$ cat src/rtl/slowclk_monitor_pkg.sv
// slowclk_monitor_pkg: state encoding, default parameters and helpers for slowclk_monitor.
// Revision: 1.0
`default_nettype none

package slowclk_monitor_pkg;

  localparam int DEF_SYNC_STAGES = 2;
  localparam int DEF_CNT_W       = 8;
  localparam int DEF_TIMEOUT     = 200;
  localparam int DEF_LOCK_CNT    = 4;
  localparam int DEF_TOL         = 1;

  typedef enum logic [1:0] {
    ACQUIRE = 2'd0,
    LOCKING = 2'd1,
    LOCKED  = 2'd2,
    LOST    = 2'd3
  } state_t;

  function automatic int unsigned abs_int(input int x);
    abs_int = (x < 0) ? -x : x;
  endfunction

endpackage

`default_nettype wire

$ cat src/rtl/slowclk_monitor_edge_sync.sv
// slowclk_monitor_edge_sync: edge_sync sub-block; synchroniser, optional glitch filter
// (GLITCH_FILTER_EN) and registered rise/fall strobes. Revision: 1.0
`default_nettype none

module slowclk_monitor_edge_sync
  import slowclk_monitor_pkg::*;
#(
  parameter int SYNC_STAGES = DEF_SYNC_STAGES
) (
  input  logic clk,
  input  logic rst,
  input  logic async_in,
  output logic rise,
  output logic fall
);

  logic [SYNC_STAGES-1:0] chain;
  logic                   sync_out;
  logic                   hist;
  logic                   take;

  assign sync_out = chain[SYNC_STAGES-1];

  always_ff @(posedge clk) begin
    if (rst) chain <= '0;
    else     chain <= {chain[SYNC_STAGES-2:0], async_in};
  end

`ifdef GLITCH_FILTER_EN
  // A new level is taken only once sync_out has held it for three cycles.
  logic [1:0] dly;

  always_ff @(posedge clk) begin
    if (rst) dly <= '0;
    else     dly <= {dly[0], sync_out};
  end

  assign take = (sync_out != hist) && (dly[0] == sync_out) && (dly[1] == sync_out);
`else
  assign take = sync_out ^ hist;
`endif

  always_ff @(posedge clk) begin
    if (rst) begin
      hist <= 1'b0;
      rise <= 1'b0;
      fall <= 1'b0;
    end else begin
      if (take) hist <= sync_out;
      rise <= take & sync_out;
      fall <= take & ~sync_out;
    end
  end

endmodule

`default_nettype wire

$ cat src/rtl/slowclk_monitor.sv
// slowclk_monitor: edge strobes, half-period measurement and lock/loss tracking of a slow
// clock in the fastclk domain. Optional macro GLITCH_FILTER_EN. Revision: 1.0
`default_nettype none

module slowclk_monitor
  import slowclk_monitor_pkg::*;
#(
  parameter int SYNC_STAGES = DEF_SYNC_STAGES,
  parameter int CNT_W       = DEF_CNT_W,
  parameter int TIMEOUT     = DEF_TIMEOUT,
  parameter int LOCK_CNT    = DEF_LOCK_CNT,
  parameter int TOL         = DEF_TOL
) (
  input  logic             fastclk,
  input  logic             rst,
  input  logic             slowclk_i,
  output logic             rise_o,
  output logic             fall_o,
  output logic [CNT_W-1:0] half_period_o,
  output logic             meas_valid_o,
  output logic             locked_o,
  output logic             lost_o
);

  localparam int                 MATCH_W     = $clog2(LOCK_CNT + 1);
  localparam logic [MATCH_W-1:0] LOCK_TARGET = MATCH_W'(LOCK_CNT);
  localparam logic [CNT_W-1:0]   HC_MAX      = '1;
  localparam logic [CNT_W-1:0]   HC_TIMEOUT  = CNT_W'(TIMEOUT);
  localparam int unsigned        TOL_U       = TOL;

  state_t              state;
  state_t              state_next;
  logic [CNT_W-1:0]    hc;
  logic [CNT_W-1:0]    prev;
  logic                prev_valid;
  logic                prev_valid_next;
  logic [MATCH_W-1:0]  match;
  logic [MATCH_W-1:0]  match_next;
  logic                meas_take;
  logic                edge_det;
  logic                in_tol;
  logic signed [CNT_W:0] diff;

  slowclk_monitor_edge_sync #(
    .SYNC_STAGES (SYNC_STAGES)
  ) u_edge_sync (
    .clk      (fastclk),
    .rst      (rst),
    .async_in (slowclk_i),
    .rise     (rise_o),
    .fall     (fall_o)
  );

  assign edge_det = rise_o | fall_o;
  // One extra bit keeps the signed difference of two unsigned counts from wrapping.
  assign diff     = $signed({1'b0, hc}) - $signed({1'b0, prev});
  assign in_tol   = abs_int(int'(diff)) <= TOL_U;

  always_ff @(posedge fastclk) begin
    if (rst) state <= ACQUIRE;
    else     state <= state_next;
  end

  always_comb begin
    state_next      = state;
    match_next      = match;
    prev_valid_next = prev_valid;
    meas_take       = 1'b0;
    case (state)
      ACQUIRE: begin
        if (edge_det) begin
          state_next      = LOCKING;
          match_next      = '0;
          prev_valid_next = 1'b0;
        end
      end
      LOCKING: begin
        if (edge_det) begin
          meas_take       = 1'b1;
          prev_valid_next = 1'b1;
          if (prev_valid && in_tol) begin
            match_next = match + 1'b1;
            if (match_next == LOCK_TARGET) state_next = LOCKED;
          end else begin
            match_next = '0;
          end
        end else if (hc >= HC_TIMEOUT) begin
          state_next = LOST;
        end
      end
      LOCKED: begin
        if (edge_det) begin
          meas_take       = 1'b1;
          prev_valid_next = 1'b1;
          if (!in_tol) begin
            state_next = LOCKING;
            match_next = '0;
          end
        end else if (hc >= HC_TIMEOUT) begin
          state_next = LOST;
        end
      end
      LOST: begin
        if (edge_det) begin
          state_next      = LOCKING;
          match_next      = '0;
          prev_valid_next = 1'b0;
        end
      end
      default: state_next = ACQUIRE;
    endcase
  end

  always_ff @(posedge fastclk) begin
    if (rst) begin
      hc            <= '0;
      prev          <= '0;
      prev_valid    <= 1'b0;
      match         <= '0;
      half_period_o <= '0;
      meas_valid_o  <= 1'b0;
      locked_o      <= 1'b0;
      lost_o        <= 1'b0;
    end else begin
      if (edge_det)          hc <= CNT_W'(1);
      else if (hc != HC_MAX) hc <= hc + 1'b1;
      match        <= match_next;
      prev_valid   <= prev_valid_next;
      meas_valid_o <= meas_take;
      if (meas_take) begin
        half_period_o <= hc;
        prev          <= hc;
      end
      locked_o <= (state_next == LOCKED);
      lost_o   <= (state_next == LOST);
    end
  end

endmodule

`default_nettype wire

$ cat config.mk
export PLATFORM = sky130hd
export DESIGN_NAME = slowclk_monitor
export DESIGN_NICKNAME = d
export VERILOG_FILES = /design/src/rtl/slowclk_monitor_pkg.sv /design/src/rtl/slowclk_monitor_edge_sync.sv /design/src/rtl/slowclk_monitor.sv
export SDC_FILE = /design/constraint.sdc
export NUM_CORES = 1
export LEC_CHECK = 0
export BUFFER_PORTS_ARGS = -buffer_cell sky130_fd_sc_hd__buf_2
export CAP_MARGIN = 20
export CORE_MARGIN = 10
export CORE_UTILIZATION = 54
export DETAILED_ROUTE_END_ITERATION = 8
export GPL_TIMING_DRIVEN = 0
export PLACE_DENSITY = 0.86
export SYNTH_ARGS = -nofsm -noshare
export SYNTH_HDL_FRONTEND = slang
export SYNTH_HIERARCHICAL = 1
export SYNTH_SLANG_ARGS = --single-unit
$ cat constraint.sdc
create_clock -name fastclk -period 2.45 [get_ports fastclk]
set_input_delay 0.245 -clock fastclk [delete_from_list [all_inputs] [get_ports fastclk]]
set_output_delay 0.245 -clock fastclk [all_outputs]
set_load 0.01 [all_outputs]
==> run_results.csv, run 1 <==
group,metric,value,unit
finish,n_fill_cell,316,
grt,grt_remaining_overflow,0,
placement,preCtsSetupSlack,-298,ps
sta,slew_headroom,64.7,%
sta,timing.final.crit_share,111,%
worst_setup_path,critPathMaxFanout,5,
placement,place_area,2180,um2
worst_setup_path,slowest_delay,370,ps
grt,grt_use_total,14.7,%
routing,drc_errors,0,
placement,dp_hpwl,3.26,mm
pwr,leakage,0.964,nW
worst_setup_path,worstSetupPathType,"reg2reg",
pwr,p_per_area,483,nW/um2
worst_setup_path,cp.required,2690,ps
yosys,synth-simple-area-share,21.8,%
finish,post-route-util,65.4,%
sta,slew_violations,0,
yosys,synth_xor_area_share,3.89,%
yosys,synth_area,2030,um2
yosys,ys_types,56,
yosys,syn_nets,270,
yosys,ys_ff_latch,30,
sta,setup_viol,7,
worst_setup_path,worstPathCellList,"inv_4 -> ha_4 -> inv_2 -> fa_2 -> a211oi_4 -> nor2_2 -> xor2_2 -> a211oi_2 -> mux2_4 -> o31ai_4 -> and3_4 -> o221a_1",
finish,layout_common_cells,"nand2_1, dfxtp_1, nor2_1",
sta,hold_viol_final,0,
worst_setup_path,crit_slowest_cell,"fa_2",
worst_hold_path,hp-start,"slowclk_i",
finish,layout_commonest_cell,"nand2_1",
routing,routed_via_density,5.63,
cts,clk_pin_slew,70,ps
worst_setup_path,rr_endpoint,"locked_o",
yosys,synth_fa_ha_area_share,13.3,%
routing,routedWlPerCell,14.0,um
pwr,ir_drop,0.000392,V
yosys,synth_compound_area_share,22.9,%
cts,clk_path_buf_depth,2,
yosys,synth_top_area_cell,"dfxtp_1",
cts,cts_num_sinks,30,
outcome,violations,"setup timing",
grt,antenna_found_initial,0,
cts,cts_max_level,2,
worst_hold_path,hold_class,"in2reg",
outcome,status,"finished, violations left",
floorplan,io_pins,16,
sta,rsz0062_at_grt,"true",
finish,multi_input_area,1350,um2
sta,worst_slack,-278,ps
worst_setup_path,cp_num_buf_inv,2,
yosys,postSynthCellCount,246,
worst_setup_path,rr_startpoint,"hc[0]",
floorplan,num_rows,22,
worst_hold_path,whs_path_depth,2,
sta,fin_crit,2730,ps
worst_setup_path,r2r_cells,12,
finish,fin_area,2370,um2
cts,cts_made_buffers,5,
worst_setup_path,crit_cells,12,
yosys,ys.flop_type,"dfxtp_1",
sta,worst_pin_slew,527,ps
routing,antenna_left,0,
yosys,synth_top_family_by_area,"compound AO/OA/AOI/OAI gates",
finish,area_delta_synth_final,17.2,%
finish,final-seq-area,607,um2
routing,wl,4.56,mm
floorplan,dieArea,6600,um2
yosys,synth-seq-area-share,29.6,%
cts,clk_latency,300,ps
yosys,async_flop_share,0,%
cts,cts_tree,"done",
finish,n_antenna_cell,0,
worst_setup_path,critPathCaptureType,"flop",
floorplan,fp.coreArea,3630,um2
yosys,muxShareOfSynthArea,2.22,%
routing,drt_iter0_markers,127,
placement,routabilityCongestion,0.811,
flow_run,cap_violations,0,
sta,whs,180,ps
yosys,syn_area_per_cell,8.23,um2
cts,root_buffer,"clkbuf_8",
routing,firstDrtPassIters,5,
finish,final_nets,300,
floorplan,die_x,81.2,um
yosys,synth_edf_count,0,
placement,port_buffers,15,
yosys,yosys.area.top_type_share,29.6,%
worst_setup_path,cp_top_family,"compound AO/OA/AOI/OAI gates",
grt,grt_pass1_vias,1703,
floorplan,die_y,81.2,um
sta,max_freq,367,MHz
worst_setup_path,cp-start-kind,"flop",
routing,vias,1829,
yosys,yosysWarnings,6,
worst_hold_path,whs_endpoint,"u_edge_sync/chain[0]",
sta,fin_skew,11.9,ps
finish,drive_gt1_share,22.0,%
yosys,synth.area.top_cells,"dfxtp_1, ha_1, nand2_1",
worst_setup_path,r2r_setup_slack,-280,ps
grt,grt_pass1_wl,7.76,mm
cts,cts_hold_buf,0,
floorplan,initial_core_util,55.8,%
grt,grt_max_degree,11,
worst_setup_path,worstPathArrival,2970,ps
## stage by stage
step / setup TNS, ps / power (mW) / cells
2_1_floorplan: -318 / 0.667 / 246
3_3_place_gp: -1370 / 0.696 / 309
3_5_place_dp: -1640 / 0.701 / 309
4_1_cts: -1390 / 1.15 / 323
5_1_grt: -2420 / 1.20 / 325
6_report: -1460 / 1.15 / 325
## synthesized netlist by cell type (2+ instances only)
cell type  count
inv_1         23
dfxtp_1       30
o211ai_1       2
o21ai_0        8
ha_1          20
o32ai_1        3
nand2_1       30
nor4_1         2
a211oi_1       5
a31oi_1        2
nor2b_1        6
a211oi_2       2
and3_1         4
o21ai_1        2
a32o_1         2
o31a_1         2
a21o_1         2
nor3_1         3
and3_4         2
nor3b_1        2
nor2_1        25
nand4_1        2
nand3_1        7
o2111ai_1      3
a21oi_1       12
clkbuf_1       5
o21a_1         2
xnor2_1        5
xor2_1         4
mux2i_1        3
## power by group
part           switching (mW)  leakage (nW)  internal (mW)
clock                   0.193        0.0472          0.225
combinational           0.121         0.672          0.103
sequential            0.00929         0.244          0.494
total                   0.323         0.964          0.823
## layer usage
layer  vias to the layer above  GRT usage, %  part of all wire [%]
met5                         -             0                     0
met4                         0          7.44                   1.7
met3                        10          3.97                   4.6
met2                        48          24.8                    50
met1                       848          16.8                    44
li1                        923             -                     -
## cell type report
class / count / area share (%)
multi-input combinational: 185 / 56.8
sequential: 30 / 25.6
timing repair buffer: 23 / 5.69
inverter: 24 / 3.95
clock buffer: 6 / 3.48
tap: 48 / 2.53
buffer: 7 / 1.48
clock inverter: 2 / 0.527
## cells by family (layout without fill, tap and decap cells)
kind of cell | after synthesis | after routing
simple gates | 91 | 91
compound gates | 60 | 60
buf+inv | 31 | 62
mux | 4 | 4
fa+ha+maj | 21 | 21
xor+xnor | 9 | 9
flops | 30 | 30
## flip-flops by register name, indices dropped and copies added (netlist names)
name	flops
hc	8
locked_o	1
lost_o	1
match	3
meas_valid_o	1
prev	8
prev_valid	1
state	2
u_edge_sync/chain	2
u_edge_sync/fall	1
u_edge_sync/hist	1
u_edge_sync/rise	1
## worst reg2reg max path: cells and delay by family (launching register included)
kind / cells / cell delay, ps
xor gates and xnor gates: 1 / 180
buffers and inverters: 2 / 90
and+or+nand+nor: 2 / 350
adders and majority gates: 2 / 480
muxes: 1 / 330
DFF: 1 / 350
AOI/OAI and AO/OA: 4 / 890
## worst max path at each step
stage               startpoint        to  slack, ps
finish                   hc[0]  locked_o       -280
global route           prev[0]  locked_o       -410
CTS                      hc[0]  locked_o       -270
detailed placement       hc[0]  locked_o       -300
global placement         hc[0]  locked_o       -280
floorplan                hc[0]  locked_o        -90
## repair_timing
| item | CTS | global route |
|---|---|---|
| setup buffers | 6 | 2 |
| pin swaps | 7 | 1 |
| endpoints found under the setup margin | 7 | 7 |
| cloned | 0 | 0 |
| gates resized for setup | 9 | 1 |
| hold endpoints to repair | 0 | 0 |
(Power assumes the default switching activity.)
==> inputs of run 2 (changes only) <==
--- a/config.mk
+++ b/config.mk
@@ -12,6 +12,7 @@
 export DETAILED_ROUTE_END_ITERATION = 8
 export GPL_TIMING_DRIVEN = 0
 export PLACE_DENSITY = 0.86
+export SKIP_LAST_GASP = 1
 export SYNTH_ARGS = -nofsm -noshare
 export SYNTH_HDL_FRONTEND = slang
 export SYNTH_HIERARCHICAL = 1
==> constraint.sdc (replaced) <==
create_clock -name fastclk -period 2.45 [get_ports fastclk]
set_input_delay 0.245 -clock fastclk [delete_from_list [all_inputs] [get_ports fastclk]]
set_output_delay 0.245 -clock fastclk [all_outputs]
set_load 0.1 [all_outputs]
==> run 2 against run 1 <==
Effect of this change:
- register-to-register slack about the same
- non-clock buffer count shrank 1
- the run still ends with setup timing left
- clock-buffer cell count did not move
- flip-flop and latch count is the same
- die area is the same
==> run_results.csv, run 2 (same netlist as run 1, synthesis figures left out) <==
group,metric,value,unit
cts,cts_num_sinks,30,
worst_setup_path,cp.required,2690,ps
routing,routedWlPerCell,13.5,um
finish,fin_area,2370,um2
grt,antenna_found_initial,0,
cts,cts_hold_buf,0,
grt,grt_pass1_wl,7.78,mm
routing,firstDrtPassIters,4,
finish,reg.largest.list,"hc x8, prev x8, match x3",
sta,max_freq,365,MHz
outcome,status,"finished, violations left",
finish,layout_common_cells,"nand2_1, nor2_1, dfxtp_1",
worst_setup_path,critPathMaxFanout,5,
sta,setup_viol,7,
placement,port_buffers,15,
routing,drc_errors,0,
grt,grt_remaining_overflow,0,
worst_setup_path,critPathCaptureType,"flop",
pwr,p_per_area,479,nW/um2
floorplan,dieArea,6600,um2
cts,root_buffer,"clkbuf_8",
finish,drive_gt1_share,23.2,%
finish,n_antenna_cell,0,
worst_setup_path,cp-start-kind,"flop",
sta,fin_crit,2740,ps
sta,rsz0062_at_grt,"true",
sta,timing.final.crit_share,112,%
placement,dp_hpwl,3.23,mm
worst_hold_path,hold_class,"in2reg",
placement,place_area,2190,um2
floorplan,initial_core_util,55.8,%
finish,layout_commonest_cell,"nand2_1",
cts,clk_latency,290,ps
sta,worst_pin_slew,583,ps
pwr,ir_drop,0.000366,V
sta,setup_tns,-1510,ps
grt,grt_pass1_vias,1793,
routing,drt_iter0_markers,125,
routing,wl,4.38,mm
floorplan,die_x,81.2,um
flow_run,cap_violations,0,
sta,slew_headroom,61.0,%
pwr,leakage,0.962,nW
routing,routed_via_density,5.59,
sta,slew_violations,0,
finish,area_delta_synth_final,16.9,%
sta,worst_slack,-286,ps
cts,cts_made_buffers,5,
finish,final_nets,299,
floorplan,fp.coreArea,3630,um2
placement,routabilityCongestion,0.832,
worst_setup_path,worstSetupPathType,"reg2reg",
sta,hold_viol_final,0,
grt,grt_max_degree,11,
grt,grt_use_total,14.7,%
cts,cts_tree,"done",
floorplan,num_rows,22,
routing,antenna_left,0,
floorplan,io_pins,16,
cts,clk_pin_slew,70,ps
routing,vias,1810,
sta,fin_skew,8.37,ps
cts,cts_max_level,2,
outcome,violations,"setup timing",
worst_setup_path,worstPathArrival,2970,ps
cts,clk_path_buf_depth,2,
floorplan,die_y,81.2,um
[run 2: changes by cell type in the layout (fill, tap and decap cells not counted), sizes merged]
cell	before	now
buf	25	24
[run 2: report_power, final]
part	switching [mW]	internal [mW]
Clock	0.191	0.225
Sequential	0.00891	0.490
Combinational	0.118	0.103
[run 2: critical path, stage by stage (launching register included)]
cell and delay, ps:
dfxtp_2 330, inv_2 70, ha_4 120, inv_2 30, fa_2 380, a211oi_4 310, nor2_2 100, xor2_2 180
a211oi_2 190, mux2_4 330, o31ai_4 200, and3_4 260, o221a_1 180
[run 2: through the flow]
stage	instances	worst slack (ps)	total power [mW]	hold WS (ps)	util, %
finish	324	-286	1.14	175	65.2
global route	324	-390	1.19	184	65.2
CTS	320	-253	1.12	171	64.2
detailed placement	309	-409	0.700	431	60.4
global placement	309	-370	0.694	416	60.4
floorplan	246	-284	0.665	317	-
[run 2: cell type report]
class | instances | area (um2)
tap | 48 | 60.1
fill | 322 | 1260
clock inverter | 2 | 12.5
multi-input combinational | 185 | 1340
sequential | 30 | 621
timing repair buffer | 22 | 128
clock buffer | 6 | 82.6
inverter | 24 | 91.3
buffer | 7 | 35.0
[run 2: final timing paths]
path,startpoint,endpoint,slack [ps],cells past startpoint
setup / recovery,hc[0],locked_o,-290,12
hold / removal,slowclk_i,u_edge_sync/chain[0],180,2
setup reg to reg,hc[0],locked_o,-290,12
hold reg to reg,u_edge_sync/chain[0],u_edge_sync/chain[1],440,1
[run 2: timing repair]
item	in CTS	in global routing
pin swaps	3	5
gates resized for setup	6	4
setup buffers	3	4
endpoints found under the setup margin	7	7
[run 2: routing by layer]
metal	part of all wire [%]	GRT usage [%]
met5	0	0
met4	2.2	7.27
met3	4.4	3.42
met2	51	25.9
met1	43	16.1
